===== src/rtl/btn_pkg.sv =====
// Shared types and constants for the push-button conditioner and the LED blinker.
// Mode encoding is agreed with the blinker; keep both sides in step.
package btn_pkg;

  typedef enum logic [1:0] {
    IDLE         = 2'd0,
    PRESS_WAIT   = 2'd1,
    PRESSED      = 2'd2,
    RELEASE_WAIT = 2'd3
  } btn_state_e;

  localparam int DEBOUNCE_CYC_DEF = 1_000_000;  // 20 ms at 50 MHz
  localparam int LONG_CYC_DEF     = 50_000_000; // 1 s at 50 MHz

  localparam int MODE_1HZ = 0;
  localparam int MODE_2HZ = 1;
  localparam int MODE_4HZ = 2;
  localparam int MODE_8HZ = 3;

  // Advance a mode index with wrap-around at num_modes.
  function automatic int next_mode(input int cur, input int num_modes);
    return (cur >= num_modes - 1) ? 0 : cur + 1;
  endfunction

endpackage


===== src/rtl/sync_2ff.sv =====
// Generic two-flop synchronizer for asynchronous board inputs.
// Latency: 2 clk edges. No backpressure; samples every cycle.
module sync_2ff #(
  parameter int WIDTH = 1
) (
  input  logic             clk,
  input  logic             rst_n,
  input  logic [WIDTH-1:0] d,
  output logic [WIDTH-1:0] q
);

  logic [WIDTH-1:0] meta;

  always_ff @(posedge clk) begin
    if (!rst_n) begin
      meta <= '0;
      q    <= '0;
    end else begin
      meta <= d;
      q    <= meta;
    end
  end

endmodule


===== src/rtl/btn_debounce_mode.sv =====
// Debounces a raw push-button into level/press/release/long pulses and a blink mode register.
// Latency: press/release pulse DEBOUNCE_CYC+3 edges after the input edge; long pulse LONG_CYC edges after press.
// No backpressure: pulses are single-cycle registered strobes, mode is a held level.
module btn_debounce_mode
  import btn_pkg::*;
#(
  parameter int DEBOUNCE_CYC = DEBOUNCE_CYC_DEF,
  parameter int LONG_CYC     = LONG_CYC_DEF,
  parameter int NUM_MODES    = 4,
  localparam int MODE_W      = $clog2(NUM_MODES)
) (
  input  logic              clk,
  input  logic              rst_n,
  input  logic              btn_in,
  output logic              btn_level,
  output logic              press_pulse,
  output logic              release_pulse,
  output logic              long_pulse,
  output logic [MODE_W-1:0] mode
);

  localparam int DB_W   = $clog2(DEBOUNCE_CYC);
  localparam int HOLD_W = $clog2(LONG_CYC);
  localparam logic [DB_W-1:0]   DB_LAST   = DB_W'(DEBOUNCE_CYC - 1);
  localparam logic [HOLD_W-1:0] HOLD_LAST = HOLD_W'(LONG_CYC - 1);

  logic btn_sync;

  btn_state_e        state_q, state_d;
  logic [DB_W-1:0]   db_cnt_q, db_cnt_d;
  logic [HOLD_W-1:0] hold_cnt_q, hold_cnt_d;
  logic              long_fired_q, long_fired_d;
  logic              level_d, press_d, release_d, long_d;
  logic [MODE_W-1:0] mode_d;

  sync_2ff #(.WIDTH(1)) u_sync (
    .clk   (clk),
    .rst_n (rst_n),
    .d     (btn_in),
    .q     (btn_sync)
  );

  always_ff @(posedge clk) begin
    if (!rst_n) begin
      state_q       <= IDLE;
      db_cnt_q      <= '0;
      hold_cnt_q    <= '0;
      long_fired_q  <= 1'b0;
      btn_level     <= 1'b0;
      press_pulse   <= 1'b0;
      release_pulse <= 1'b0;
      long_pulse    <= 1'b0;
      mode          <= MODE_W'(MODE_1HZ);
    end else begin
      state_q       <= state_d;
      db_cnt_q      <= db_cnt_d;
      hold_cnt_q    <= hold_cnt_d;
      long_fired_q  <= long_fired_d;
      btn_level     <= level_d;
      press_pulse   <= press_d;
      release_pulse <= release_d;
      long_pulse    <= long_d;
      mode          <= mode_d;
    end
  end

  always_comb begin
    state_d      = state_q;
    db_cnt_d     = db_cnt_q;
    hold_cnt_d   = hold_cnt_q;
    long_fired_d = long_fired_q;
    level_d      = btn_level;
    press_d      = 1'b0;
    release_d    = 1'b0;
    long_d       = 1'b0;
    mode_d       = mode;

    case (state_q)
      IDLE: begin
        if (btn_sync) begin
          state_d  = PRESS_WAIT;
          db_cnt_d = '0;
        end
      end

      PRESS_WAIT: begin
        if (!btn_sync) begin
          state_d = IDLE;
        end else if (db_cnt_q == DB_LAST) begin
          state_d      = PRESSED;
          level_d      = 1'b1;
          press_d      = 1'b1;
          hold_cnt_d   = '0;
          long_fired_d = 1'b0;
        end else begin
          db_cnt_d = db_cnt_q + 1'b1;
        end
      end

      PRESSED: begin
        if (hold_cnt_q != HOLD_LAST) begin
          hold_cnt_d = hold_cnt_q + 1'b1;
        end
        // Long fire and release edge may coincide; both take effect.
        if (hold_cnt_q == HOLD_LAST && !long_fired_q) begin
          long_d       = 1'b1;
          mode_d       = MODE_W'(MODE_1HZ);
          long_fired_d = 1'b1;
        end
        if (!btn_sync) begin
          state_d  = RELEASE_WAIT;
          db_cnt_d = '0;
        end
      end

      RELEASE_WAIT: begin
        if (btn_sync) begin
          state_d = PRESSED;
        end else if (db_cnt_q == DB_LAST) begin
          state_d   = IDLE;
          level_d   = 1'b0;
          release_d = 1'b1;
          if (!long_fired_q) begin
            mode_d = MODE_W'(next_mode(int'(mode), NUM_MODES));
          end
        end else begin
          db_cnt_d = db_cnt_q + 1'b1;
        end
      end

      default: state_d = IDLE;
    endcase
  end

endmodule


===== config.mk =====
export PLATFORM = sky130hd
export DESIGN_NAME = btn_debounce_mode
export DESIGN_NICKNAME = d
export VERILOG_FILES = /design/src/rtl/btn_pkg.sv /design/src/rtl/sync_2ff.sv /design/src/rtl/btn_debounce_mode.sv
export SDC_FILE = /design/constraint.sdc
export NUM_CORES = 1
export LEC_CHECK = 0
export BUFFER_PORTS_ARGS = -buffer_cell sky130_fd_sc_hd__buf_4
export CORE_ASPECT_RATIO = 0.9
export CORE_MARGIN = 2
export CORE_UTILIZATION = 40
export DETAILED_ROUTE_END_ITERATION = 8
export PLACE_DENSITY = 0.59
export SYNTH_ARGS = -nofsm -noshare
export SYNTH_HDL_FRONTEND = slang
export SYNTH_SLANG_ARGS = --single-unit

===== constraint.sdc =====
create_clock -name clk -period 4 [get_ports clk]
set_input_delay 1.2 -clock clk [delete_from_list [all_inputs] [get_ports clk]]
set_output_delay 1.2 -clock clk [all_outputs]
set_load 0.05 [all_outputs]

After elaboration in Yosys (flattened, before gate mapping)
Cells that the tools add are included.

Output and inout bits: 6. Input bits: 3. Register bits after elaboration: 57. Word-level logic and storage cells: 82.

Equal/unequal tests: 17. Reductions and logical operators: 15. Order comparisons: 1. Mux-type cells: 33. Bitwise operators: 2. Add/sub/neg operators: 3.

Operators by type and width (number): $mux W20 (5); $pmux W20 S4 (1); $mux W26 (3); $pmux W26 S2 (1); $add A26 B1 Y26 const B (1); $eq A26 B26 Y1 const B (1); $ne A26 B26 Y1 const B (1); $mux W2 (11); $add A20 B1 Y20 const B (1); $eq A20 B20 Y1 const B (1); $reduce_and A4 Y1 (4); $ne A2 B2 Y1 const B (7); $reduce_and A5 Y1 (2); $mux W1 (8); $pmux W2 S4 (1); $reduce_bool A2 Y1 (3); $eq A2 B2 Y1 const B (2); $ne A2 B1 Y1 const B (2); $pmux W1 S2 (2); $pmux W2 S2 (1); $ne A3 B2 Y1 const B (1); $ne A3 B3 Y1 const B (1); $reduce_and A3 Y1 (1); $reduce_or A3 Y1 (1); other kinds (8) (9).

Depth between registers and ports, before layout
Depth after elaboration: 6. Gate-level depth with buffers: 9. Gate-level depth less buffers: 7.

Modules after synthesis
Synthesis repeated with hierarchy kept, for this count alone.

Cell total of the unflattened synthesis: 328. Area, all modules: 2767.7 µm².

Modules (own cells, without submodules): btn_debounce_mode (area an instance 2715.1 µm², cells each 324, seq. area each 1101.1 µm², times used 1); sync_2ff (area an instance 52.6 µm², cells each 4, seq. area each 40.0 µm², times used 1).

Worst setup path after synthesis
OpenSTA, ideal clock, no wires.

Path kind: register to register. Start: reg db_cnt_q[7]. End: reg hold_cnt_q[17]. Cell stages (with the launch flop): 7. Data required time: 3.877 ns. Buffers on the path: 0. Arrival time: 2.131 ns. Clock period less this slack: 2.255 ns. Slack: 1.745 ns. Setup time: 0.123 ns. Cell sequence: dfxtp_1 -> or4b_1 -> nor4_4 -> nand4_1 -> a211oi_1 -> nand4_1 -> mux2_1.

Cells in the longest elaborated chain, start to end: 3.

RTL lines: from (decl) (RTL line btn_debounce_mode.sv:30) `logic [DB_W-1:0] db_cnt_q, db_cnt_d;`; from (signal assigned) (RTL line btn_debounce_mode.sv:56) `db_cnt_q <= db_cnt_d;`; $eq A20 B20 Y1 (RTL line btn_debounce_mode.sv:89) `end else if (db_cnt_q == DB_LAST) begin`; $ne A2 B2 Y1 (no line); $reduce_and A4 Y1 (no line); to (signal assigned) (RTL line btn_debounce_mode.sv:57) `hold_cnt_q <= hold_cnt_d;`; to (decl) (RTL line btn_debounce_mode.sv:31) `logic [HOLD_W-1:0] hold_cnt_q, hold_cnt_d;`.

Every way passes these cells. A chain may end at the register's enable or synchronous reset.

Worst setup path after layout
Start: reg db_cnt_q[7]. End: reg hold_cnt_q[23].

Same word-level chain as after synthesis.

==> results_dict.tcl <==
set metrics [dict create \
    cp-startpoint "db_cnt_q[7]" \
    register_area_sq_mm 0.001141 \
    nets 349 \
    synth_edf_count 0 \
    grt_pass1_wl_mm 10.65 \
    antenna_cells 0 \
    holdCritStartpoint "u_sync.meta" \
    start_kind "flip-flop" \
    grt_pass1_vias 2159 \
    min_period_over_period_pct 74.23 \
    synthTopCellsByArea "dfxtp_1 (40%), xnor2_1 (11%), nor2_1 (7.5%)" \
    synth_top_area_cell "dfxtp_1" \
    pre_cts_slack_ns 1.014 \
    yosysUniqueCellTypes 45 \
    power_switching_uw 255.8 \
    cts_root_buffer "clkbuf_8" \
    cp_top_family "simple AND/OR/NAND/NOR gates" \
    cts_tree "done" \
    h-tree-depth 3 \
    antenna_found_initial 0 \
    grt_max_degree 27 \
    avgSynthCellArea_sq_um 8.509 \
    rsz0062_at_grt "no" \
    core-area_sq_mm 0.007003 \
    rr_startpoint "db_cnt_q[7]" \
    clk_pin_slew_ns 0.06 \
    combPwrFrac_pct 2.0 \
    ys.flop_type "dfxtp_1" \
    crit_chain "or4b_1, nor4_4, nand4_1, buf_4, a2111oi_2, xnor2_1, nor2_1" \
    clk_latency_ns 0.34 \
    hold_path_class "reg2reg" \
    hold_viol 0 \
    drive_above_1_share_pct 10.63 \
    yosysTopAreaCellShare_pct 39.91 \
    cp-end-kind "flip-flop" \
    setup_viol 0 \
    placed_area_sq_mm 0.002993 \
    yosys-top-cells-count "dfxtp_1 (57), nor2_1 (57), xnor2_1 (35), nand3_1 (23), nand2_1 (20)" \
    swShare_pct 21.34 \
    dieArea_sq_mm 0.007841 \
    fin_crit_ns 2.969 \
    yosysWarnings 0 \
    worst_pin_slew_ns 1.114 \
    synth-async-reset-ratio_pct 0 \
    skew_ns 0.005600 \
    initialDrtViolationCount 138 \
    drt_wl_total_mm 6.238 \
    ios 9 \
    gp_congestion 0.8707 \
    dr.pass1.iters 4 \
    fin_tns_setup_ns 0 \
    slew_violations 0 \
    postCtsSetupBuffers 0 \
    vias 2415 \
    status "finished clean" \
    clockBufferDepth 2 \
    cts.sinks 57 \
    crit_buf_inv 1 \
    rows 29 \
    required_ns 4.23 \
    port-buffer-count 8 \
    dp_hpwl_mm 4.281 \
    synthCells 336 \
    ant_nets 0 \
    multi_input_area_sq_mm 0.001642 \
    drc 0 \
    cp_slowest_cell "or4b_1" \
    power.density_mw_per_mm2 373.0 \
    crit_fanout 17 \
    path_class "reg2reg" \
    synth_seq_cells 57 \
    finalWorstSetupSlack_ns 1.031 \
    cts_resized 0 \
    syn_to_final_growth_pct 12.39 \
    cts_hold_buf 0 \
    max_freq_mhz 336.8 \
    maxSlewHeadroom_pct 25.20 \
    netlist_area_sq_mm 0.002859 \
    ir_drop_uv 294.4 \
    die_w_um 93.12 \
    wl_per_cell_um 14.15 \
    dieHeight_um 84.21 \
    p_leak_nw 1.004 \
    power_frac_clock_pct 50.2 \
    postLayoutCoreUtil_pct 45.88 \
    cts_made_buffers 9 \
    grt-ovfl-total 0 \
    start_util_pct 40.83 \
    max-cap-violations 0 \
    cp_data_arrival_time_ns 3.20 \
    final.fill_count 694 \
    avgViaCountPerCell 5.476 \
    syn-num-nets 342 \
    seq_area_frac_synth_pct 39.91 \
    final_area_sq_mm 0.003213 \
    seq_power_share_pct 47.8 \
    internal_power_uw 942.6 \
    cpPeakStageDelay_ns 0.58 \
    grt_usage_pct 17.25 \
]
## cell usage in the layout (no fill, tap or decap), types with 4 or more instances in the layout
cell type / instances
inv_1: 4
a211oi_1: 4
buf_4: 10
nand4_1: 17
xnor2_1: 35
and2_1: 5
a21oi_1: 16
a2111oi_2: 6
xor2_1: 5
and3_1: 6
mux2i_1: 4
clkbuf_8: 10
or4b_1: 5
nor4_1: 7
and4_1: 4
dfxtp_1: 57
nor3_1: 13
nor2_1: 57
nand2_1: 20
nand3_1: 23
## cell type report
cell class / instances / area share, %
inverters: 5 / 0.5841
clock inverters: 5 / 2.453
clock buffers: 11 / 4.400
flip-flops and latches: 57 / 35.51
repair buffers: 10 / 2.336
well taps: 93 / 3.622
multi-input cells: 260 / 51.09
## through the flow
stage               power, mW  std cells  hold slack (ns)
finish                  1.198        441           0.4622
global route            1.241        441           0.4854
global placement       0.6105        425           0.4330
detailed placement     0.6104        425           0.4236
floorplan              0.6016        336           0.4118
CTS                     1.217        441           0.4606
## state kept, by name (all words and copies together) (netlist names), named ones only
name and flops:
btn_level 1, db_cnt_q 20, hold_cnt_q 26, long_fired_q 1
long_pulse 1, mode 2, press_pulse 1, release_pulse 1
state_q 1, u_sync.meta 1, u_sync.q 1
## power by group through the flow
stage	logic (mW)	registers, mW	clock network (mW)
2_1_floorplan	0.0149	0.587	0
3_3_place_gp	0.0251	0.585	0
3_5_place_dp	0.0251	0.585	0
4_1_cts	0.0252	0.572	0.619
5_1_grt	0.0274	0.572	0.641
6_report	0.0244	0.573	0.601
## routing by layer
metal	up-vias	track usage, %	wire length, um
met2	59	23.32	2551
met1	1127	25.72	3241
met3	11	6.014	343
met5	-	0	0
met4	0	5.080	103
li1	1218	-	-
## cell families after synthesis
logic type	count (synthesis)	share of synthesized area, %
AND/OR/NAND/NOR	172	31.51
flip-flops	57	39.91
XOR/XNOR	40	12.25
AO/OA/AOI/OAI	39	10.15
buffers and inverters	19	2.669
multiplexers	6	2.188
adder cells (fa/ha/maj)	3	1.313
## worst paths after layout
kind               endpoint  slack [ns]  depth (start not counted)
min reg2reg        u_sync.q        0.46                          1
max          hold_cnt_q[23]        1.03                          7
min                u_sync.q        0.46                          1
max reg2reg  hold_cnt_q[23]        1.03                          7
Power figures use the tool's default switching activity.
